==> src/rtl/trap_ctrl_if.sv <==
// trap_ctrl_if: shared types plus the bundle between WB, interrupt sources,
// the CSR block and fetch on one side and trap_ctrl on the other.
// Optional: TRAP_CTRL_NMI_EN adds the nmi input.
package trap_ctrl_pkg;
  typedef enum logic {MEPC_PC_WB = 1'b0, MEPC_PC_IF = 1'b1} mepc_mux_e;
  typedef logic [5:0] mcause_e;  // [5] interrupt, [4:0] code
endpackage

interface trap_ctrl_if;
  import trap_ctrl_pkg::*;

  logic        wb_valid;
  logic        exc_valid;
  logic [4:0]  exc_code;
  logic        mret_wb;
  logic        pipe_busy;
  logic        extern_intr;
  logic        timer_intr;
  logic        software_intr;
  logic        mstatus_mie;
  logic [31:0] mie;
  logic [31:0] mtvec;
  logic [31:0] mepc;
`ifdef TRAP_CTRL_NMI_EN
  logic        nmi;
`endif
  logic        halt_if;
  logic        flush_req;
  logic        pc_set;
  logic [31:0] pc_target;
  logic        mepc_updata;
  mepc_mux_e   mepc_mux;
  logic        mcause_update;
  mcause_e     mcause;
  logic        is_mret;
  logic        trap_busy;

  // trap_ctrl side
  modport slave (
    input  wb_valid, exc_valid, exc_code, mret_wb, pipe_busy,
           extern_intr, timer_intr, software_intr, mstatus_mie, mie, mtvec, mepc,
`ifdef TRAP_CTRL_NMI_EN
           nmi,
`endif
    output halt_if, flush_req, pc_set, pc_target, mepc_updata, mepc_mux,
           mcause_update, mcause, is_mret, trap_busy
  );

  // pipeline / CSR side
  modport master (
    output wb_valid, exc_valid, exc_code, mret_wb, pipe_busy,
           extern_intr, timer_intr, software_intr, mstatus_mie, mie, mtvec, mepc,
`ifdef TRAP_CTRL_NMI_EN
           nmi,
`endif
    input  halt_if, flush_req, pc_set, pc_target, mepc_updata, mepc_mux,
           mcause_update, mcause, is_mret, trap_busy
  );
endinterface

==> src/rtl/trap_ctrl.sv <==
// trap_ctrl: machine-mode trap sequencer. Takes WB exceptions and MRET in the
// same cycle, drains the pipe before taking interrupts, then redirects fetch.
// Optional: TRAP_CTRL_NMI_EN adds a sticky edge-triggered NMI above everything.
module trap_ctrl
  import trap_ctrl_pkg::*;
#(
  parameter bit          VEC_EN     = 1'b1,
  parameter int unsigned DRAIN_MAX  = 15
`ifdef TRAP_CTRL_NMI_EN
  ,
  parameter logic [31:0] NMI_VECTOR = 32'h0000_0100
`endif
) (
  input  logic          clk,
  input  logic          reset_n,
  trap_ctrl_if.slave    bus
);

  localparam logic [1:0] S_IDLE     = 2'd0;
  localparam logic [1:0] S_DRAIN    = 2'd1;
  localparam logic [1:0] S_TRAP     = 2'd2;
  localparam logic [1:0] S_REDIRECT = 2'd3;

  logic [1:0]  state_q, state_d;
  logic [7:0]  cnt_q, cnt_d;
  logic [31:0] tgt_q, tgt_d;

  logic [2:0]  src;
  logic        irq_pend;
  logic [4:0]  irq_code;
  logic [31:0] base;
  logic [31:0] irq_tgt;

  // enabled sources ordered {MEI, MTI, MSI}
  assign src      = {bus.extern_intr, bus.timer_intr, bus.software_intr} &
                    {bus.mie[11], bus.mie[7], bus.mie[3]};
  assign irq_pend = bus.mstatus_mie & (|src);
  // MEI > MSI > MTI
  assign irq_code = src[2] ? 5'd11 : (src[0] ? 5'd3 : 5'd7);
  assign base     = {bus.mtvec[31:2], 2'b00};
  assign irq_tgt  = (VEC_EN && bus.mtvec[1:0] == 2'b01) ?
                    base + {25'd0, irq_code, 2'b00} : base;

  logic unused_ok;
  assign unused_ok = ^{bus.mie[31:12], bus.mie[10:8], bus.mie[6:4], bus.mie[2:0],
                       bus.mepc[0]};

`ifdef TRAP_CTRL_NMI_EN
  logic nmi_q, nmi_flag_q, nmi_flag_d, nmi_sel_q, nmi_sel_d, nmi_rise;
  assign nmi_rise = bus.nmi & ~nmi_q;
`endif

  // next state, target latch and all strobes; everything forced quiet in reset
  always_comb begin
    state_d           = state_q;
    cnt_d             = cnt_q;
    tgt_d             = tgt_q;
    bus.halt_if       = 1'b0;
    bus.flush_req     = 1'b0;
    bus.pc_set        = 1'b0;
    bus.mepc_updata   = 1'b0;
    bus.mepc_mux      = MEPC_PC_WB;
    bus.mcause_update = 1'b0;
    bus.mcause        = '0;
    bus.is_mret       = 1'b0;
`ifdef TRAP_CTRL_NMI_EN
    nmi_flag_d        = nmi_flag_q | nmi_rise;
    nmi_sel_d         = 1'b0;
`endif
    case (state_q)
      S_IDLE, S_DRAIN: begin
        if (state_q == S_DRAIN) begin
          bus.halt_if = 1'b1;
          cnt_d       = cnt_q + 8'd1;
        end
`ifdef TRAP_CTRL_NMI_EN
        if (nmi_flag_q) begin
          state_d   = S_TRAP;
          nmi_sel_d = 1'b1;
        end else
`endif
        if (bus.exc_valid && bus.wb_valid) begin
          // a pending interrupt is simply retried from IDLE after REDIRECT
          bus.mcause_update = 1'b1;
          bus.mepc_updata   = 1'b1;
          bus.mcause        = {1'b0, bus.exc_code};
          bus.flush_req     = 1'b1;
          tgt_d             = base;
          state_d           = S_REDIRECT;
        end else if (bus.mret_wb && bus.wb_valid) begin
          bus.is_mret   = 1'b1;
          bus.flush_req = 1'b1;
          tgt_d         = {bus.mepc[31:1], 1'b0};
          state_d       = S_REDIRECT;
        end else if (state_q == S_IDLE) begin
          if (irq_pend) begin
            state_d = S_DRAIN;
            cnt_d   = '0;
          end
        end else if (!irq_pend) begin
          state_d = S_IDLE;
        end else if (!bus.pipe_busy || cnt_q == 8'(DRAIN_MAX)) begin
          state_d = S_TRAP;
        end
      end
      S_TRAP: begin
        bus.halt_if = 1'b1;
`ifdef TRAP_CTRL_NMI_EN
        if (nmi_sel_q) begin
          bus.mcause_update = 1'b1;
          bus.mepc_updata   = 1'b1;
          bus.mepc_mux      = MEPC_PC_IF;
          bus.mcause        = {1'b1, 5'h1F};
          bus.flush_req     = 1'b1;
          tgt_d             = NMI_VECTOR;
          nmi_flag_d        = nmi_rise;
          state_d           = S_REDIRECT;
        end else
`endif
        if (irq_pend) begin
          bus.mcause_update = 1'b1;
          bus.mepc_updata   = 1'b1;
          bus.mepc_mux      = MEPC_PC_IF;
          bus.mcause        = {1'b1, irq_code};
          bus.flush_req     = 1'b1;
          tgt_d             = irq_tgt;
          state_d           = S_REDIRECT;
        end else begin
          // source vanished on the last cycle: nothing left to take
          state_d = S_IDLE;
        end
      end
      default: begin  // S_REDIRECT
        bus.pc_set    = 1'b1;
        bus.flush_req = 1'b1;
        state_d       = S_IDLE;
      end
    endcase
    if (!reset_n) begin
      bus.halt_if       = 1'b0;
      bus.flush_req     = 1'b0;
      bus.pc_set        = 1'b0;
      bus.mepc_updata   = 1'b0;
      bus.mepc_mux      = MEPC_PC_WB;
      bus.mcause_update = 1'b0;
      bus.mcause        = '0;
      bus.is_mret       = 1'b0;
    end
  end

  assign bus.pc_target = tgt_q;
  assign bus.trap_busy = reset_n && (state_q != S_IDLE);

  // state, drain counter and redirect target
  always_ff @(posedge clk or negedge reset_n) begin
    if (!reset_n) begin
      state_q <= S_IDLE;
      cnt_q   <= '0;
      tgt_q   <= '0;
    end else begin
      state_q <= state_d;
      cnt_q   <= cnt_d;
      tgt_q   <= tgt_d;
    end
  end

`ifdef TRAP_CTRL_NMI_EN
  // nmi edge detector and sticky request
  always_ff @(posedge clk or negedge reset_n) begin
    if (!reset_n) begin
      nmi_q      <= 1'b0;
      nmi_flag_q <= 1'b0;
      nmi_sel_q  <= 1'b0;
    end else begin
      nmi_q      <= bus.nmi;
      nmi_flag_q <= nmi_flag_d;
      nmi_sel_q  <= nmi_sel_d;
    end
  end
`endif

endmodule

==> src/flat_wrapper.sv <==
// flat-port wrapper written by rule: the top's interface ports become plain ports
module trap_ctrl_flat import trap_ctrl_pkg::*;
#(
  parameter bit          VEC_EN     = 1'b1,
  parameter int unsigned DRAIN_MAX  = 15

)
  (clk, reset_n, bus_wb_valid, bus_exc_valid, bus_exc_code, bus_mret_wb, bus_pipe_busy, bus_extern_intr, bus_timer_intr, bus_software_intr, bus_mstatus_mie, bus_mie, bus_mtvec, bus_mepc, bus_halt_if, bus_flush_req, bus_pc_set, bus_pc_target, bus_mepc_updata, bus_mepc_mux, bus_mcause_update, bus_mcause, bus_is_mret, bus_trap_busy);
  trap_ctrl_if bus_i ();
  input  logic clk;
  input  logic reset_n;
  input wire logic [$bits(bus_i.wb_valid)-1:0] bus_wb_valid;
  input wire logic [$bits(bus_i.exc_valid)-1:0] bus_exc_valid;
  input wire logic [$bits(bus_i.exc_code)-1:0] bus_exc_code;
  input wire logic [$bits(bus_i.mret_wb)-1:0] bus_mret_wb;
  input wire logic [$bits(bus_i.pipe_busy)-1:0] bus_pipe_busy;
  input wire logic [$bits(bus_i.extern_intr)-1:0] bus_extern_intr;
  input wire logic [$bits(bus_i.timer_intr)-1:0] bus_timer_intr;
  input wire logic [$bits(bus_i.software_intr)-1:0] bus_software_intr;
  input wire logic [$bits(bus_i.mstatus_mie)-1:0] bus_mstatus_mie;
  input wire logic [$bits(bus_i.mie)-1:0] bus_mie;
  input wire logic [$bits(bus_i.mtvec)-1:0] bus_mtvec;
  input wire logic [$bits(bus_i.mepc)-1:0] bus_mepc;
  output wire logic [$bits(bus_i.halt_if)-1:0] bus_halt_if;
  output wire logic [$bits(bus_i.flush_req)-1:0] bus_flush_req;
  output wire logic [$bits(bus_i.pc_set)-1:0] bus_pc_set;
  output wire logic [$bits(bus_i.pc_target)-1:0] bus_pc_target;
  output wire logic [$bits(bus_i.mepc_updata)-1:0] bus_mepc_updata;
  output wire logic [$bits(bus_i.mepc_mux)-1:0] bus_mepc_mux;
  output wire logic [$bits(bus_i.mcause_update)-1:0] bus_mcause_update;
  output wire logic [$bits(bus_i.mcause)-1:0] bus_mcause;
  output wire logic [$bits(bus_i.is_mret)-1:0] bus_is_mret;
  output wire logic [$bits(bus_i.trap_busy)-1:0] bus_trap_busy;
  assign bus_i.wb_valid = bus_wb_valid;
  assign bus_i.exc_valid = bus_exc_valid;
  assign bus_i.exc_code = bus_exc_code;
  assign bus_i.mret_wb = bus_mret_wb;
  assign bus_i.pipe_busy = bus_pipe_busy;
  assign bus_i.extern_intr = bus_extern_intr;
  assign bus_i.timer_intr = bus_timer_intr;
  assign bus_i.software_intr = bus_software_intr;
  assign bus_i.mstatus_mie = bus_mstatus_mie;
  assign bus_i.mie = bus_mie;
  assign bus_i.mtvec = bus_mtvec;
  assign bus_i.mepc = bus_mepc;
  assign bus_halt_if = bus_i.halt_if;
  assign bus_flush_req = bus_i.flush_req;
  assign bus_pc_set = bus_i.pc_set;
  assign bus_pc_target = bus_i.pc_target;
  assign bus_mepc_updata = bus_i.mepc_updata;
  assign bus_mepc_mux = bus_i.mepc_mux;
  assign bus_mcause_update = bus_i.mcause_update;
  assign bus_mcause = bus_i.mcause;
  assign bus_is_mret = bus_i.is_mret;
  assign bus_trap_busy = bus_i.trap_busy;
  trap_ctrl #(.VEC_EN(VEC_EN), .DRAIN_MAX(DRAIN_MAX)) u_core (.clk(clk), .reset_n(reset_n), .bus(bus_i));
endmodule
==> config.mk <==
export PLATFORM = sky130hd
export DESIGN_NAME = trap_ctrl_flat
export DESIGN_NICKNAME = d
export VERILOG_FILES = /design/src/rtl/trap_ctrl_if.sv /design/src/rtl/trap_ctrl.sv /design/src/flat_wrapper.sv
export SDC_FILE = /design/constraint.sdc
export NUM_CORES = 1
export LEC_CHECK = 0
export ABC_AREA = 1
export CORE_MARGIN = 8
export CORE_UTILIZATION = 30
export CTS_CLUSTER_DIAMETER = 80
export DETAILED_ROUTE_END_ITERATION = 8
export PLACE_DENSITY = 0.67
export SLEW_MARGIN = 10
export SYNTH_ARGS = -nofsm -noshare
export SYNTH_HDL_FRONTEND = slang
export SYNTH_SLANG_ARGS = --single-unit
==> constraint.sdc <==
create_clock -name clk -period 1.62 [get_ports clk]
set_clock_uncertainty 0.05 [all_clocks]
set_input_delay 0.324 -clock clk [delete_from_list [all_inputs] [get_ports clk]]
set_output_delay 0.324 -clock clk [all_outputs]
set_load 0.01 [all_outputs]
* Word level (Yosys, flattened, before mapping)
Cells that the tools add are included.
W data, S select, Z words.
** Word-level totals
- Flip-flop bits (word level) :: 42
- Bits in latches :: 0
- Bits in writable memories :: 0
- Bits in read-only memories :: 0
- Output and inout port bits :: 46
- Word-level logic and storage cells :: 70
- Memories :: 0
** Operators by class
- Add/subtract/negate cells :: 2
- $mul :: 0
- Div/mod/pow operators :: 0
- Magnitude comparators :: 0
- Equality and inequality tests :: 8
- Shift operators :: 0
- Multiplexer cells :: 42
- Bitwise gates (word level) :: 2
- Reductions and logical operators :: 13
** Operator list (number)
- $mux W32 :: 4
- $pmux W32 S2 :: 1
- $mux W8 :: 5
- $add A32 B7 Y32 :: 1
- $mux W1 :: 15
- $mux W2 :: 7
- $mux W6 :: 2
- $pmux W6 S2 :: 1
- $mux W5 :: 2
- $add A8 B1 Y8 const B :: 1
- $eq A8 B4 Y1 const B :: 1
- $ne A6 B6 Y1 const B :: 1
- $pmux W1 S2 :: 3
- $reduce_or A3 Y1 :: 2
- $ne A5 B2 Y1 const B :: 1
- $eq A2 B1 Y1 const B :: 2
- $pmux W2 S2 :: 1
- $reduce_bool A2 Y1 :: 2
- $and A3 B3 Y3 :: 1
- $logic_and A1 B1 Y1 :: 3
- $mux W3 :: 1
- $ne A3 B1 Y1 const B :: 1
- $reduce_and A3 Y1 :: 1
- $eq A2 B2 Y1 const B :: 1
- 7 further kinds :: 7

* Longest topological paths before layout
Gate-level depths: netlist of the first run.
- Depth after elaboration :: 8
- Gate-level depth with buffers :: 14

* Least setup slack after synthesis of the first run
Ideal clock, no wire load.
- Path type :: reg2out
- From :: register u_core.state_q[0]
- To :: output bus_mcause[0]
- Data arrival time :: 1.571 ns
- Data required time :: 1.246 ns
- Setup slack :: -0.325 ns
- Stages on the path, launching flop included :: 9
- Path through :: dfrtp_1 > inv_1 > ha_1 > buf_2 > inv_2 > nor2_2 > inv_1 > o21ai_1 > o21a_1
** On the way
- Longest elaborated chain between the ends :: 4
- Elaborated cells on any way between the ends :: 6
- Those cells by class :: eq/ne: 2; mux: 2; reduce/logical: 2
** RTL lines
- from (decl) :: RTL line trap_ctrl.sv:24 : logic [1:0] state_q, state_d;
- from (signal assigned) :: RTL line trap_ctrl.sv:161 : state_q <= state_d;
- $eq A2 B1 Y1 / $logic_not A2 Y1 (equally long branches) :: RTL line trap_ctrl.sv:70 : case (state_q)
- $reduce_or A2 Y1 :: RTL line trap_ctrl.sv:70
- $pmux W6 S2 (*) :: RTL line trap_ctrl.sv:70
- $mux W6 (*) :: RTL line trap_ctrl.sv:139 : if (!reset_n) begin
- to (decl) :: RTL line flat_wrapper.sv:31 : output wire logic [$bits(bus_i.mcause)-1:0] bus_mcause;
Every way passes the cells marked *; elsewhere a longest branch is shown, timed or not.

* Worst setup path after layout of the first run
- From :: register u_core.state_q[0]
- To :: output bus_mcause[1]
Same word-level chain as after synthesis.

==> results of run 1 <==
[power groups by stage]
stage	Clock [W]	Sequential (W)	Combinational, W
after global routing	0.00108	0.00212	0.00698
after CTS	0.00104	0.00191	0.00514
after detailed placement	0	0.00188	0.00433
after floorplan	0	0.00199	0.00218
after global placement	0	0.00188	0.00423
final	0.00103	0.00208	0.00647
[layout make-up]
cell class                 instances  share of cell area
clock buffer                       7              0.0215
multi-input combinational        435               0.426
tap                              143              0.0269
timing repair buffer             224               0.328
inverter                          68              0.0426
sequential                        41               0.155
[how the worst min path moves through the flow]
stage / from / to / slack (ns) / cells past startpoint
3_3_place_gp: u_core.bus.pc_target[1]$_DFFE_PN0P_ / u_core.bus.pc_target[1]$_DFFE_PN0P_ / 0.44 / 2
5_1_grt: reset_n / u_core.state_q[0]$_DFFE_PN0P_ / 0.27 / 3
2_1_floorplan: reset_n / u_core.bus.pc_target[10]$_DFFE_PN0P_ / -0.02 / 0
3_5_place_dp: u_core.bus.pc_target[2]$_DFFE_PN0P_ / u_core.bus.pc_target[2]$_DFFE_PN0P_ / 0.45 / 2
4_1_cts: reset_n / u_core.bus.pc_target[7]$_DFFE_PN0P_ / 0.23 / 3
6_report: reset_n / u_core.state_q[0]$_DFFE_PN0P_ / 0.21 / 3
[repair_timing]
| action | 4_1_cts | 5_1_grt |
|---|---|---|
| hold buffers | 0 | 0 |
| pin swaps | 27 | 29 |
| gates cloned | 2 | 2 |
| setup endpoints to repair | 51 | 57 |
| setup buffers | 15 | 6 |
| resized for setup | 122 | 178 |
[logic make-up (layout without fill, tap and decap cells)]
| logic type | count (synthesis) | after routing | synth area share |
|---|---|---|---|
| buffers and inverters | 91 | 299 | 0.106 |
| AO/OA/AOI/OAI | 125 | 125 | 0.186 |
| AND/OR/NAND/NOR | 294 | 294 | 0.372 |
| flip-flops | 41 | 41 | 0.288 |
| XOR/XNOR | 6 | 6 | 0.0148 |
| adder cells (fa/ha/maj) | 9 | 9 | 0.0316 |
| other | 1 | 1 | 0.00105 |
[synth_stat cells, types with 7 or more instances]
cell type                 number  area, um2
sky130_fd_sc_hd__nor2_2        7       43.8
sky130_fd_sc_hd__inv_2         8       30.0
sky130_fd_sc_hd__nand3_1      36        180
sky130_fd_sc_hd__nand4_1      15       93.8
sky130_fd_sc_hd__buf_2        11       55.1
sky130_fd_sc_hd__ha_1          9        113
sky130_fd_sc_hd__o21ai_0      45        225
sky130_fd_sc_hd__dfrtp_1      41       1030
sky130_fd_sc_hd__inv_1        60        225
sky130_fd_sc_hd__nand2_1     112        420
sky130_fd_sc_hd__a21oi_1      62        310
sky130_fd_sc_hd__nor2_1       97        364
[metrics by stage]
stage	instances	utilization	cell area (um2)	setup WS, ns	power, W
CTS	917	0.523	6030	-0.405	0.00809
detailed placement	894	0.484	5570	-0.936	0.00621
global route	918	0.577	6640	-0.498	0.0102
global placement	894	0.484	5570	-0.862	0.00611
finish	918	0.577	6640	-0.441	0.00958
floorplan	567	-	3660	-0.117	0.00417
[state kept, by name, summed over array words and instances, names as in the netlist]
name                  count
u_core.state_q            2
u_core.cnt_q              8
u_core.bus.pc_target     31
[worst min-delay path: cells and delay by family]
kind,cells,cell delay [ns]
buffers and inverters,3,0.67
[routing by layer]
metal | global-route usage | vias to the layer above
li1 | - | 2275
met1 | 0.215 | 2220
met2 | 0.320 | 137
met3 | 0.0408 | 18
met4 | 0.0358 | 2
met5 | 0 | -
==> implementation parameters, run 1 <==
Parameter                              Value

Setup path
  Capturing element of the worst setup path ... bus_mcause[1]
  Cell-by-cell listing of the critical path ... inv_4, ha_4, inv_4, nor2_4, inv_4, o21ai_4, o21a_1, buf_2
  Crit-path slowest cell ... sky130_fd_sc_hd__dfrtp_2
  Launch point of the critical path ... u_core.state_q[0]$_DFFE_PN0P_
  WP data required ... 1.25 ns
  Crit path kind ... reg -> out
  Total buffers and inverters traversed by the critical path ... 4
  Setup slack of the worst register-to-register path ... -0.41 ns
  Crit path max fanout ... 5
  Dominant delay contributor by cell family on the critical path ... flip-flops
  Reg-to-reg critical path startpoint ... u_core.state_q[0]$_DFFE_PN0P_
  Data arrival time of the worst path ... 1.69 ns
  Count of cell instances traversed by the critical path ... 8
  Critical path's largest stage delay ... 0.47 ns
  Cell depth of the worst flop-to-flop path ... 12
  Endpoint of the worst-slack reg-to-reg timing path ... u_core.bus.pc_target[18]$_DFFE_PN0P_
  Critical Path End Type ... primary output
  Type of element launching the critical path ... flop
  Worst path most repeated cell ... sky130_fd_sc_hd__inv_4

Clocking
  Worst skew pair latency ... 0.28 ns
  Clock root buffer ... sky130_fd_sc_hd__clkbuf_16
  CTS tree ... built
  Clock transition at the register clock pins on the worst setup and hold paths after CTS ... 0.06 ns
  H-tree Lvls ... 2
  Clock Sinks ... 41
  Clk buf depth ... 2
  CTS Buf Count ... 5

Routing
  Ratio of routed vias to standard cells ... 5.07
  Routed length on met3 ... 872 um
  Total wirelength of the detailed-routed design ... 15.4 mm
  Count of unresolved DRC violations after routing ... 0
  Via count ... 4,652
  Average wire length per cell after detail routing ... 16.8 um
  Count of nets left with antenna violations after detail routing ... 0
  Number of DRC violations after detailed-routing iteration 0 ... 285
  Highest metal layer with signal wires ... met5
  Number of detailed-route iterations in the first pass ... 5
  Total met2 wirelength after detailed routing ... 7.73 mm
  Wire length on met1 ... 6.61 mm

STA
  Hold Fails Final Rpt ... 0
  Accumulated negative setup slack ... -16.03 ns
  Final setup slack of the worst path ... -0.441 ns
  Post-Route Hold Slack ... 0.206 ns
  Fmax ... 485 MHz
  Final period demand of the worst path ... 2.06 ns
  Fin. max-slew vios ... 0
  Final setup violation count ... 47
  Post-route fraction of the period consumed by the critical path ... 1.27
  Setup repair after global routing missed its margin ... yes
  Worst relative slew slack ... 0.596
  Worst slew pin tran ... 0.606 ns

Pwr
  Combinational share of power ... 0.675
  Internal power contribution ... 0.00533 W
  Switching part of the total power ... 0.444
  Net load switching power ... 0.00426 W
  Sequential share of power ... 0.217
  Worst vdd ir ... 0.000841 V
  Power per Cell Area ... 1440 nW/um2
  Share of total power in the clock network ... 0.108
  Leakage power ... 3.03 nW

Die
  Die Area ... 15,600 um2
  IO Pins ... 157
  DIE WIDTH ... 125 um
  Std cell rows ... 39
  Area inside the core boundary ... 11,500 um2
  Starting density of the core ... 0.309
  Die Y ... 125 um

Global route
  Antenna violations before repair ... 1
  Maximum number of pins on one net before global-route repair ... 52
  Tot GR Track Use ... 0.179
  Via count of the first global-routing pass ... 4,683
  Global-route wire length before repair ... 23.3 mm
  Global route total overflow ... 0

Synth
  Number of cells produced by synthesis ... 567
  Primary FF master, synth ... sky130_fd_sc_hd__dfrtp_1
  Yosys Warn Count ... 0
  Synthesized Nets ... 687
  Fraction of synthesis flops using an asynchronous set or reset pin ... 1.00
  Synth Cell Area ... 3560 um2
  Synthesized area divided by synthesized cell count ... 6.28 um2
  Post-synth EDFFs ... 0
  Seq cells post-synth ... 41
  Count of distinct cell types in the synthesized netlist ... 36
  Share of synthesized area occupied by flip-flops and latches ... 0.288

Finish
  Proportion of layout cells with a drive suffix above 1 ... 0.364
  Multi-input gate area ... 2830 um2
  Layout overhead on the synthesized area ... 86.5%
  Most frequent standard cell in the layout excluding fill and tap cells ... sky130_fd_sc_hd__nand2_1
  Most frequent cells in the layout ... sky130_fd_sc_hd__nand2_1, sky130_fd_sc_hd__clkdlybuf4s50_1, sky130_fd_sc_hd__buf_4, sky130_fd_sc_hd__inv_1, sky130_fd_sc_hd__nor2_4
  FF/Latch Area ... 1030 um2
  Filler cell count ... 1,035
  Number of diodes added for antenna fixing ... 0
  Final net count ... 895

Outcome
  Outcome ... complete, but fails checks
  Violated checks ... setup timing

Min path
  Classification of the worst-slack hold path ... in -> async

Place
  Half-perimeter wire length after detailed placement ... 10.5 mm
  Port buffer count ... 125
  Final RePlAce weighted congestion ... 0.926

Flow run
  # Max-Cap Violations ... 0
No activity file was read; power rests on OpenSTA's default activity.
==> run 2, diff against run 1 <==
--- a/config.mk
+++ b/config.mk
@@ -11,7 +11,7 @@
 export CTS_CLUSTER_DIAMETER = 80
 export DETAILED_ROUTE_END_ITERATION = 8
 export PLACE_DENSITY = 0.67
-export SLEW_MARGIN = 10
+export SLEW_MARGIN = 20
 export SYNTH_ARGS = -nofsm -noshare
 export SYNTH_HDL_FRONTEND = slang
 export SYNTH_SLANG_ARGS = --single-unit
==> results of run 2 <==
No change in the layout: final DEF, timing and power equal those of run 1.
